### config.mk
export PLATFORM = sky130hd
export DESIGN_NAME = pipelined_unsigned_adder
export DESIGN_NICKNAME = d
export VERILOG_FILES = /design/src/rtl/pipelined_unsigned_adder.sv
export SDC_FILE = /design/constraint.sdc
export NUM_CORES = 1
export LEC_CHECK = 0
export ABC_AREA = 1
export CORE_MARGIN = 2
export CORE_UTILIZATION = 40
export CTS_BUF_LIST = sky130_fd_sc_hd__clkbuf_16
export DETAILED_ROUTE_END_ITERATION = 12
export GPL_ROUTABILITY_DRIVEN = 0
export PLACE_DENSITY = 0.71
export SLEW_MARGIN = 15
export SYNTH_ARGS = -nofsm -noshare
export SYNTH_HDL_FRONTEND = slang
export SYNTH_SLANG_ARGS = --single-unit
export TNS_END_PERCENT = 30
### constraint.sdc
create_clock -name clk -period 19.1 [get_ports clk]
set_clock_uncertainty 0.15 [all_clocks]
set_input_delay 4.775 -clock clk [delete_from_list [all_inputs] [get_ports clk]]
set_output_delay 4.775 -clock clk [all_outputs]
set_load 0.01 [all_outputs]
### src/rtl/pipelined_unsigned_adder.sv
// pipelined_unsigned_adder
//
// Unsigned adder/subtractor of WIDTH bits. The carry chain is cut into
// STAGES chunks of CW = WIDTH/STAGES bits, and one chunk is resolved per
// register stage. Subtraction is done as A + ~B + !CI, and the final carry
// is inverted to give the borrow.
//
// Each stage register holds one operation that is partly finished:
//   word_q : result chunks 0..k already resolved, with the untouched A
//            chunks above k kept in place. The same vector is therefore both
//            the operand skew line and the result deskew line.
//   opb_q  : conditioned B. Only the chunks above k are still needed.
//   cy_q   : carry out of chunk k.
//   sub_q  : operation type, needed at the end to turn carry into borrow.
//   vld_q  : the stage holds a real operation, not a bubble.
//
// A single enable moves every stage forward together. The only
// combinational path through the block is out_ready/out_valid -> in_ready.

module pipelined_unsigned_adder #(
  parameter int WIDTH  = 32,
  parameter int STAGES = 4
) (
  input  logic             clk,
  input  logic             rst_n,
  input  logic             in_valid,
  output logic             in_ready,
  input  logic [WIDTH-1:0] a,
  input  logic [WIDTH-1:0] b,
  input  logic             sub,
  input  logic             ci,
  output logic             out_valid,
  input  logic             out_ready,
  output logic [WIDTH-1:0] sum,
  output logic             co
);

  localparam int CW = WIDTH / STAGES;

  // Global pipeline enable: move forward unless a result is waiting downstream.
  logic en;

  // Stage registers.
  logic             vld_q  [STAGES];
  logic             cy_q   [STAGES];
  logic             sub_q  [STAGES];
  logic [WIDTH-1:0] word_q [STAGES];
  logic [WIDTH-1:0] opb_q  [STAGES];

  // Values presented to each stage's chunk adder.
  logic             vld_in  [STAGES];
  logic             cy_in   [STAGES];
  logic             sub_in  [STAGES];
  logic [WIDTH-1:0] word_in [STAGES];
  logic [WIDTH-1:0] opb_in  [STAGES];

  // Chunk adder results and updated words.
  logic [CW:0]      chunk_sum [STAGES];
  logic [WIDTH-1:0] word_nx   [STAGES];

  assign en        = out_ready | ~out_valid;
  assign in_ready  = en;
  assign out_valid = vld_q[STAGES-1];
  assign sum       = word_q[STAGES-1];
  assign co        = cy_q[STAGES-1] ^ sub_q[STAGES-1];

  // Route inputs to each stage: stage 0 takes the port operands (B and
  // carry-in conditioned for subtract), and each later stage takes the
  // registers of the stage before it.
  always_comb begin
    // NOTE: every element gets a value on every pass, so no latches are
    // inferred for the routing arrays.
    vld_in[0]  = in_valid;
    cy_in[0]   = ci ^ sub;
    sub_in[0]  = sub;
    word_in[0] = a;
    opb_in[0]  = b ^ {WIDTH{sub}};
    for (int k = 1; k < STAGES; k++) begin
      vld_in[k]  = vld_q[k-1];
      cy_in[k]   = cy_q[k-1];
      sub_in[k]  = sub_q[k-1];
      word_in[k] = word_q[k-1];
      opb_in[k]  = opb_q[k-1];
    end
  end

  // Per-stage chunk adder: stage k resolves chunk k and writes it back into
  // the word, replacing the A chunk it used.
  always_comb begin
    for (int k = 0; k < STAGES; k++) begin
      chunk_sum[k] = {1'b0, word_in[k][k*CW +: CW]}
                   + {1'b0, opb_in[k][k*CW +: CW]}
                   + {{CW{1'b0}}, cy_in[k]};
      word_nx[k]             = word_in[k];
      word_nx[k][k*CW +: CW] = chunk_sum[k][CW-1:0];
    end
  end

  // Stage registers: cleared by reset, hold on stall, and all advance
  // together on enable. A bubble (in_valid=0) enters stage 0 with vld=0.
  always_ff @(posedge clk) begin
    if (!rst_n) begin
      // NOTE: the stage arrays are cleared on reset, not left uninitialised,
      // so that no partial result and no stale SUM/CO is seen after reset.
      for (int k = 0; k < STAGES; k++) begin
        vld_q[k]  <= 1'b0;
        cy_q[k]   <= 1'b0;
        sub_q[k]  <= 1'b0;
        word_q[k] <= '0;
        opb_q[k]  <= '0;
      end
    end else if (en) begin
      // NOTE: non-blocking assignments let every stage sample the values
      // its predecessor held before this edge, whatever the loop order.
      for (int k = 0; k < STAGES; k++) begin
        vld_q[k]  <= vld_in[k];
        cy_q[k]   <= chunk_sum[k][CW];
        sub_q[k]  <= sub_in[k];
        word_q[k] <= word_nx[k];
        opb_q[k]  <= opb_in[k];
      end
    end
  end

endmodule

==> metrics, run 1 <==
outcome=complete, no violations; vias in the first global route=slightly below 5000; CP Data Required Time=14.18 ns; die extent in x=around 150 µm; DP Wirelength=8620 µm; Distinct cells, synth=23; FF-to-FF path depth=3; Non-Filler Instances=1229; Ys Warns=0; Tmin final=10.90 ns; layout cell share with drive strength beyond 1=0.0875; hold_buf cts=0; # diodes=0; Post-Syn Instances=833; Max FO, Critical Path=2; largest cells by area after synthesis=edfxtp_1, inv_1, nor2_1; Tcrit/Tclk final=0.571; first-pass GRT wire length=between 20000 and 25000 µm; std cell rows=54; grt total ovfl=0; total of max-cap violations=0; Die Height=~150 µm; Hold WS=0.389 ns; Setup crit start kind=primary input; family with the most delay on the worst path=buffers and inverters; CTS sink count=188; insertion delay to the later sink of the worst-skew pair=0.42 ns; syn nets=939; port bufs=104; Post-Route WL=13200 µm; largest net degree at the start of global routing=98; fraction of registers with async set/reset=0; Worst EP arrival=5.98 ns; CTS tree=done; worst slew pin tran=between 1 and 1.5 ns; Final ANT Viol Nets=0; Pwr Density=89.5 mW/mm²; min-delay src=opb_q[0][57]; Reg-to-Reg Start=vld_q[0][3]; Pre-antenna DRT Iters=4; wire length per cell=10.8 µm; RSZ-0062 raised after global routing=no; PnR worst setup slack=8.20 ns; CTS clk-pin slew, worst paths=roughly 0.070 ns; CP Capture Type=output port; area grow syn2layout=20.2%; Hold WC Path Type=flip-flop to flip-flop; dpl ws=between 8 and 9 ns; IO Pins=about 110; Post-synth EDFFs=about 190; post-CTS setup buffers=0; Yosys top cell by area=edfxtp_1; CP peak stage delay=0.56 ns; drt drc=0; Cell Area, Synth=0.00898 mm²; Fillers=about 1900; kind of critical path=primary input to output port; Placeable Area=0.0220 mm²; reg2reg setup slack=15.78 ns; Vias/cell=4.35; Root Driver=clkbuf_16; placed insts=1197; crit path buf inv count=3; initial core utilization=0.409; drt initial violations=266; worst r2r dst=opb_q[0][53]; worst-path cell chain=clkdlybuf4s50_1, inv_2, nand2_2, clkdlybuf4s50_1; DR vias=around 5300; initial antenna violation count=0; die area=0.0237 mm²; Pleak=4.65 nW; H-tree lvl count=4; sequential area share after synthesis=0.628; Commonest cells post-synth=edfxtp_1, inv_1, nor2_1; syn avg cell area=10.8 µm²; Min-Delay Endpoint=opb_q[0][89]; total CTS buffers=17; most common cell in the netlist=edfxtp_1; worst vdd ir=0.0427 mV; Final Max Tran Viols=0; CP max-delay cell=clkdlybuf4s50_1; Final setup viols=0; Resized cells post-CTS=0; Synth top area share=0.628; Final Hold Viols=0; CP dominant cell by count=clkdlybuf4s50_1; worst-case clock buffer depth=2; Total Power=0.966 mW; commonest register cell after synthesis=edfxtp_1; Slew HR=0.327; nets=between 1000 and 1500; Max Fclk=91.7 MHz; worst hold stages=2; #FFs+latches synth=~190; setup TNS=0 ns; gr usage total=0.118
-- registers in the layout (all words and copies together), names as in the netlist --
| name | count |
|---|---|
| word_q | 128 |
| opb_q | 48 |
| cy_q | 4 |
| sub_q | 4 |
| vld_q | 4 |
-- cells by family after synthesis --
logic type,synth area share
AOI/OAI and AO/OA,0.0178
adders and majority gates,0.0568
DFF,0.628
buffers and inverters,0.101
and+or+nand+nor,0.162
xor gates and xnor gates,0.0332
-- layout make-up --
class / count / area (µm²) / share of cell area
Sequential cell: 188 / 5650 / 0.523
Timing Repair Buffer: 108 / 1070 / 0.0988
Clock buffer: 17 / 425 / 0.0394
Tap cell: 280 / 350 / 0.0325
Clock inverter: 15 / 178 / 0.0165
Multi-Input combinational cell: 441 / 2450 / 0.227
Inverter: 180 / 676 / 0.0626
-- where the power goes --
| part | internal (mW) | switching (mW) |
|---|---|---|
| sequential | 0.489 | 0.00896 |
| combinational | 0.0516 | 0.0577 |
| clock | 0.198 | 0.160 |
| total | 0.738 | 0.227 |
-- per-stage QoR --
stage / instance area [µm²] / utilization
CTS: 10800 / 0.492
floorplan: 8980 / -
global placement: 10200 / 0.464
detailed placement: 10200 / 0.464
finish: 10800 / 0.492
global route: 10800 / 0.492
-- worst min-delay path, cell delays in order, from the launching register on --
cell and delay (ns):
edfxtp_1 0.32, inv_1 0.03, nor2_1 0.08
-- layer usage --
metal	track usage	share of wire
met1	0.126	0.43
met4	0.0632	0.024
met3	0.0251	0.030
met5	0	0
met2	0.217	0.52
-- layout by cell type, fill, tap and decap left out, types with 2 or more instances in the layout --
master           Yosys  layout
and2_1               6       6
xnor2_1             25      25
inv_1              179     179
clkdlybuf4s50_1      0     103
nor2_1             168     168
nand2_1             96      96
xor2_1               9       9
clkinv_4             0       3
clkinvlp_4           0       2
nor3b_1              2       2
bufinv_16            0       2
o21a_1               2       2
a21oi_1             26      26
clkbuf_16            0      17
ha_1                28      28
or2_2                2       2
or2_1                4       4
edfxtp_1           188     188
inv_6                0       3
fa_1                 8       8
inv_8                0       4
buf_4                3       4
nand3_1             17      16
nor2_2              40      40
nand3b_1             4       4
o21bai_1             2       2
-- worst max path at each step --
| stage | slack (ns) | cells after the start | from | endpoint |
|---|---|---|---|---|
| after floorplan | 7.91 | 1 | rst_n | cy_q[0][0] |
| after global placement | 8.22 | 4 | out_ready | in_ready |
| after detailed placement | 8.19 | 4 | out_ready | in_ready |
| after CTS | 8.19 | 4 | out_ready | in_ready |
| after global routing | 8.18 | 4 | out_ready | in_ready |
| final | 8.20 | 4 | out_ready | in_ready |
(Power assumes the default switching activity.)
==> inputs of run 2 (changes only) <==
- PLACE_DENSITY: 0.71 -> 0.74
- clock period: 19.1 -> 9.3 ns (I/O delays scaled with it)
==> run 2 against run 1 <==
Effect of this change:
- first-iteration DRC count rose by 12%
- sequential power rose by 100%
- setup slack got worse by 4.9 ns
- non-clock buffer count did not move
- register-to-register slack got worse by 9.1 ns
- clock power rose by 99%
- final cell count barely moved
- global-route usage rose by 0.62 points
- sequential share of layout area rose by 0.16 points
- core utilization fell by 0.15 points
- combinational power rose by 110%
- die area did not move
- largest cell class unchanged
- highest routed layer unchanged
==> metrics, run 2 (same netlist as run 1, synthesis figures left out) <==
Hold WC Path Type=flip-flop to flip-flop (unchanged); initial antenna violation count=0 (unchanged); Non-Filler Instances=1228 (was 1229); Top Registers=word_q x128, opb_q x48 (unchanged); largest net degree at the start of global routing=91 (was 98); Die Height=154 µm (unchanged); M1 wire length=5760 µm (was 5670 µm); worst-path cell chain=clkdlybuf4s50_1, inv_2, nand2_2, clkdlybuf4s50_1 (unchanged); area of the multi-input gates=0.00245 mm² (unchanged); Flop pwr share=0.522 (was 0.516); worst vdd ir=0.119 mV (was 0.0427 mV); placed insts=1197 (unchanged); Resized cells post-CTS=0 (unchanged); gr usage total=0.124 (was 0.118); worst slew pin tran=0.858 ns (was 1.01 ns); Min-Delay Endpoint=word_q[0][51] (was opb_q[0][89]); total of max-cap violations=0 (unchanged); CP peak stage delay=0.56 ns (about the same); met3 wire length=546 µm (was 403 µm); total CTS buffers=17 (unchanged); CTS tree=done (unchanged); Final ANT Viol Nets=0 (unchanged); Pre-antenna DRT Iters=4 (unchanged); layout cell share with drive strength beyond 1=0.0844 (was 0.0875); Max Used Layer=met4 (unchanged); Max Fclk=167 MHz; wire length per cell=11.3 µm (was 10.8 µm); post-CTS setup buffers=0 (unchanged); DR vias=5296 (was 5347); Worst EP arrival=3.52 ns (was 5.98 ns); vias in the first global route=4986 (was 4950); CP Capture Type=output port (unchanged); Switch Pwr=0.455 mW (was 0.227 mW); worst r2r dst=opb_q[0][91] (was opb_q[0][53]); most frequent cells in the layout=edfxtp_1, inv_1, nor2_1, clkdlybuf4s50_1, nand2_1 (unchanged); Final Hold Viols=0 (unchanged); max reg flops=128 (unchanged); Gate power share=0.115 (was 0.113); Post-Route WL=13900 µm (was 13200 µm); DP Wirelength=9080 µm (was 8620 µm); insertion delay to the later sink of the worst-skew pair=0.42 ns (about the same); Setup crit start kind=primary input (unchanged); Reg-to-Reg Start=vld_q[0][3] (unchanged); die extent in x=154 µm (unchanged); outcome=complete, no violations (unchanged); reg2reg setup slack=6.70 ns (was 15.78 ns); Pwr Density=182 mW/mm² (was 89.5 mW/mm²); Slew HR=0.428 (was 0.327); drt drc=0 (unchanged); std cell rows=54 (unchanged); # diodes=0 (unchanged); Max FO, Critical Path=2 (unchanged); Reg with most FFs=word_q (unchanged); hold_buf cts=0 (unchanged); most common cell after layout, fill and taps aside=edfxtp_1 (unchanged); Util after Layout=0.490 (was 0.492); CP dominant cell by count=clkdlybuf4s50_1 (unchanged); met2 wire len=7260 µm (was 6850 µm); Clk pwr share=0.363 (was 0.371); RSZ-0062 raised after global routing=no (unchanged); Fillers=1971 (was 1932); Tmin final=5.99 ns; die area=0.0237 mm² (unchanged); Vias/cell=4.31 (was 4.35); min-delay src=word_q[0][19] (was opb_q[0][57]); FF-to-FF path depth=2 (was 3); Switching Share=0.232 (was 0.235); drt initial violations=298 (was 266); CP Data Required Time=6.83 ns (was 14.18 ns); CTS sink count=188 (unchanged); worst hold stages=2 (unchanged); CP max-delay cell=clkdlybuf4s50_1 (unchanged); setup TNS=0 ns (unchanged); CTS clk-pin slew, worst paths=0.07 ns (about the same); kind of critical path=primary input to output port (unchanged); Tcrit/Tclk final=0.644; Int Pwr=1.51 mW (was 0.738 mW); Pleak=4.64 nW (was 4.65 nW); worst-case clock buffer depth=2 (unchanged); Final Max Tran Viols=0 (unchanged); FF/Latch Area=0.00565 mm² (unchanged); first-pass GRT wire length=23100 µm (was 21900 µm); Root Driver=clkbuf_16 (unchanged); initial core utilization=0.409 (unchanged); Final setup viols=0 (unchanged); H-tree lvl count=4 (unchanged); grt total ovfl=0 (unchanged); IO Pins=105 (unchanged); port bufs=104 (unchanged); Placeable Area=0.0220 mm² (unchanged); area grow syn2layout=19.8% (was 20.2%); nets=1042 (unchanged)
## run 2: cell types whose count changed in the layout (fill, tap and decap cells not counted)
| cell | change |
|---|---|
| clkinv_1 | +1 |
| clkinv_2 | +3 |
| clkinv_4 | -3 |
| clkinvlp_4 | -1 |
| inv_1 | +1 |
| inv_8 | -2 |
## run 2: routing by layer
| metal | global-route usage | vias up |
|---|---|---|
| li1 | - | 2797 |
| met1 | 0.140 | 2384 |
| met2 | 0.224 | 96 |
| met3 | 0.0316 | 19 |
| met4 | 0.0498 | 0 |
| met5 | 0 | - |
## run 2: cell type report
cell class              instances  area share
repair buffers                108      0.0991
multi-input cells             441       0.228
flip-flops and latches        188       0.525
clock inverters                14      0.0134
well taps                     280      0.0326
inverters                     180      0.0628
clock buffers                  17      0.0395
## run 2: worst max path at each step
stage | startpoint | end | slack, ns | cells past startpoint
2_1_floorplan | rst_n | cy_q[0][0] | 0.56 | 1
3_3_place_gp | out_ready | in_ready | 3.31 | 4
3_5_place_dp | out_ready | in_ready | 3.30 | 4
4_1_cts | out_ready | in_ready | 3.30 | 4
5_1_grt | out_ready | in_ready | 3.24 | 4
6_report | out_ready | in_ready | 3.31 | 4
## run 2: stage by stage
stage / worst slack [ns] / power [mW] / hold slack (ns) / area (µm²)
2_1_floorplan: 0.556 / 1.20 / 0.369 / 8980
3_3_place_gp: 3.31 / 1.26 / 0.371 / 10200
3_5_place_dp: 3.30 / 1.27 / 0.379 / 10200
4_1_cts: 3.30 / 1.98 / 0.392 / 10800
5_1_grt: 3.24 / 2.05 / 0.411 / 10800
6_report: 3.31 / 1.96 / 0.391 / 10800
## run 2: critical path: cells and delay by family
family / cells / cell delay, ns
buf+inv: 3 / 1.08
simple gates: 1 / 0.11
## run 2: power by group through the flow
| stage | Combinational (mW) | Clock [mW] | Sequential [mW] |
|---|---|---|---|
| 5_1_grt | 0.259 | 0.760 | 1.03 |
| 3_5_place_dp | 0.228 | 0 | 1.04 |
| 6_report | 0.227 | 0.712 | 1.02 |
| 2_1_floorplan | 0.151 | 0 | 1.05 |
| 4_1_cts | 0.230 | 0.729 | 1.02 |
| 3_3_place_gp | 0.222 | 0 | 1.04 |
==> inputs of run 3 (changes only) <==
- clock period: 9.3 -> 5 ns (I/O delays scaled with it)
==> run 3 against run 2 <==
Effect of this change:
- core utilization grew 0.26 points
- setup slack lost 2.1 ns
- highest routed layer unchanged
- final cell count grew 0.16%
- power grew 86%
- sequential cell count is the same
- sequential power grew 86%
- global-route usage shrank 0.16 points
- clock-buffer cell count is the same
- via count grew 0.70%
- non-clock buffer count grew 1
- first-iteration DRC count grew 15%
==> metrics, run 3 (same netlist as run 1, synthesis figures left out) <==
DR vias=5333 (was 5296); Max Fclk=between 200 and 300 MHz; Vias/cell=4.34 (was 4.31); Final Hold Viols=0 (unchanged); Max FO, Critical Path=2 (unchanged); hold_buf cts=0 (unchanged); Root Driver=clkbuf_16 (unchanged); Pleak=4.66 nW (was 4.64 nW); nets=1043 (was 1042); die extent in x=154 µm (unchanged); insertion delay to the later sink of the worst-skew pair=0.43 ns (was 0.42 ns); gr usage total=0.122 (was 0.124); initial antenna violation count=0 (unchanged); Worst EP arrival=2.44 ns (was 3.52 ns); CP Data Required Time=3.60 ns (was 6.83 ns); Tmin final=3.84 ns; first-pass GRT wire length=22800 µm (was 23100 µm); Hold WC Path Type=flip-flop to flip-flop (unchanged); number of cells on the critical path=4 (unchanged); DP Wirelength=9000 µm (was 9080 µm); CTS tree=done (unchanged); most frequent cells in the layout=edfxtp_1, inv_1, nor2_1, clkdlybuf4s50_1, nand2_1 (unchanged); Top Registers=word_q x128, opb_q x48 (unchanged); max reg flops=128 (unchanged); PnR worst setup slack=1.16 ns (was 3.31 ns); outcome=complete, no violations (unchanged); Resized cells post-CTS=0 (unchanged); drt initial violations=342 (was 298); final instance area=0.0108 mm² (about the same); Placeable Area=0.0220 mm² (unchanged); post-CTS setup buffers=0 (unchanged); # diodes=0 (unchanged); kind of critical path=primary input to output port (unchanged); Flop pwr share=0.522 (about the same); Fillers=1919 (was 1971); worst-path cell chain=clkdlybuf4s50_1, inv_2, nand2_2, clkdlybuf4s50_1 (unchanged); family with the most delay on the worst path=buffers and inverters (unchanged); Setup crit start kind=primary input (unchanged); FF-to-FF path depth=5 (was 2); port bufs=104 (unchanged); CP peak stage delay=0.55 ns (was 0.56 ns); worst hold stages=2 (unchanged); Int Pwr=2.77 mW (was 1.51 mW); Final ANT Viol Nets=0 (unchanged); die area=0.0237 mm² (unchanged); Final setup viols=0 (unchanged); Switch Pwr=0.873 mW (was 0.455 mW); Gate power share=0.116 (was 0.115); total CTS buffers=17 (unchanged); Hold WS=0.388 ns (was 0.391 ns); dpl ws=1.16 ns (was 3.30 ns); initial core utilization=0.409 (unchanged); Non-Filler Instances=1230 (was 1228); std cell rows=54 (unchanged); Final Max Tran Viols=0 (unchanged); Switching Share=0.240 (was 0.232); Post-Route WL=13600 µm (was 13900 µm); setup TNS=0 ns (unchanged); Reg with most FFs=word_q (unchanged); Placement Cell Area=0.0102 mm² (about the same); Tcrit/Tclk final=0.767; CP max-delay cell=clkdlybuf4s50_1 (unchanged); CP Capture Type=output port (unchanged); drt drc=0 (unchanged); area grow syn2layout=20.4% (was 19.8%); crit path buf inv count=3 (unchanged); placed insts=1198 (was 1197); Slew HR=0.434 (was 0.428); H-tree lvl count=4 (unchanged); CP dominant cell by count=clkdlybuf4s50_1 (unchanged); Pre-antenna DRT Iters=5 (was 4); grt total ovfl=0 (unchanged); Clk pwr share=0.362 (was 0.363); CTS clk-pin slew, worst paths=0.07 ns (about the same); RSZ-0062 raised after global routing=no (unchanged); worst-case clock buffer depth=2 (unchanged); Die Height=154 µm (unchanged); IO Pins=105 (unchanged); wire length per cell=11.0 µm (was 11.3 µm); worst slew pin tran=0.848 ns (was 0.858 ns); vias in the first global route=5195 (was 4986); worst vdd ir=0.191 mV (was 0.119 mV); Pwr Density=337 mW/mm² (was 182 mW/mm²); most common cell after layout, fill and taps aside=edfxtp_1 (unchanged); total of max-cap violations=0 (unchanged); CTS sink count=188 (unchanged); Util after Layout=0.493 (was 0.490); layout cell share with drive strength beyond 1=0.0884 (was 0.0844); Total Power=3.64 mW (was 1.96 mW); largest net degree at the start of global routing=86 (was 91)
==> run 3: power groups by stage <==
stage	Sequential [mW]	Clock [mW]	Combinational [mW]
6_report	1.90	1.32	0.422
5_1_grt	1.92	1.41	0.482
4_1_cts	1.90	1.35	0.428
3_5_place_dp	1.94	0	0.425
3_3_place_gp	1.94	0	0.413
2_1_floorplan	1.94	0	0.282
==> run 3: final timing paths <==
kind / startpoint / end / slack, ns
worst max register to register: vld_q[0][3] / word_q[0][6] / 2.60
worst max-delay path: out_ready / in_ready / 1.16
worst min-delay path: opb_q[0][56] / opb_q[0][88] / 0.39
worst min register to register: opb_q[0][56] / opb_q[0][88] / 0.39
==> run 3: final cells by class <==
class	count	area, µm²	share of cell area
Inverter	180	676	0.0625
Sequential cell	188	5650	0.522
Tap cell	280	350	0.0324
Multi-Input combinational cell	441	2450	0.227
Clock inverter	15	155	0.0143
Timing Repair Buffer	109	1110	0.103
Clock buffer	17	425	0.0393
==> run 3: worst min-delay path: stages (launching register included) <==
cell and delay, ns:
edfxtp_1 0.32, inv_1 0.04, nor2_1 0.08
==> run 3: routing by layer <==
layer	vias up	routed length, µm	GRT usage	share of wire
li1	2797	-	-	-
met1	2423	5620	0.131	0.41
met2	91	7200	0.228	0.53
met3	22	421	0.0273	0.031
met4	0	319	0.0565	0.024
met5	-	0	0	0
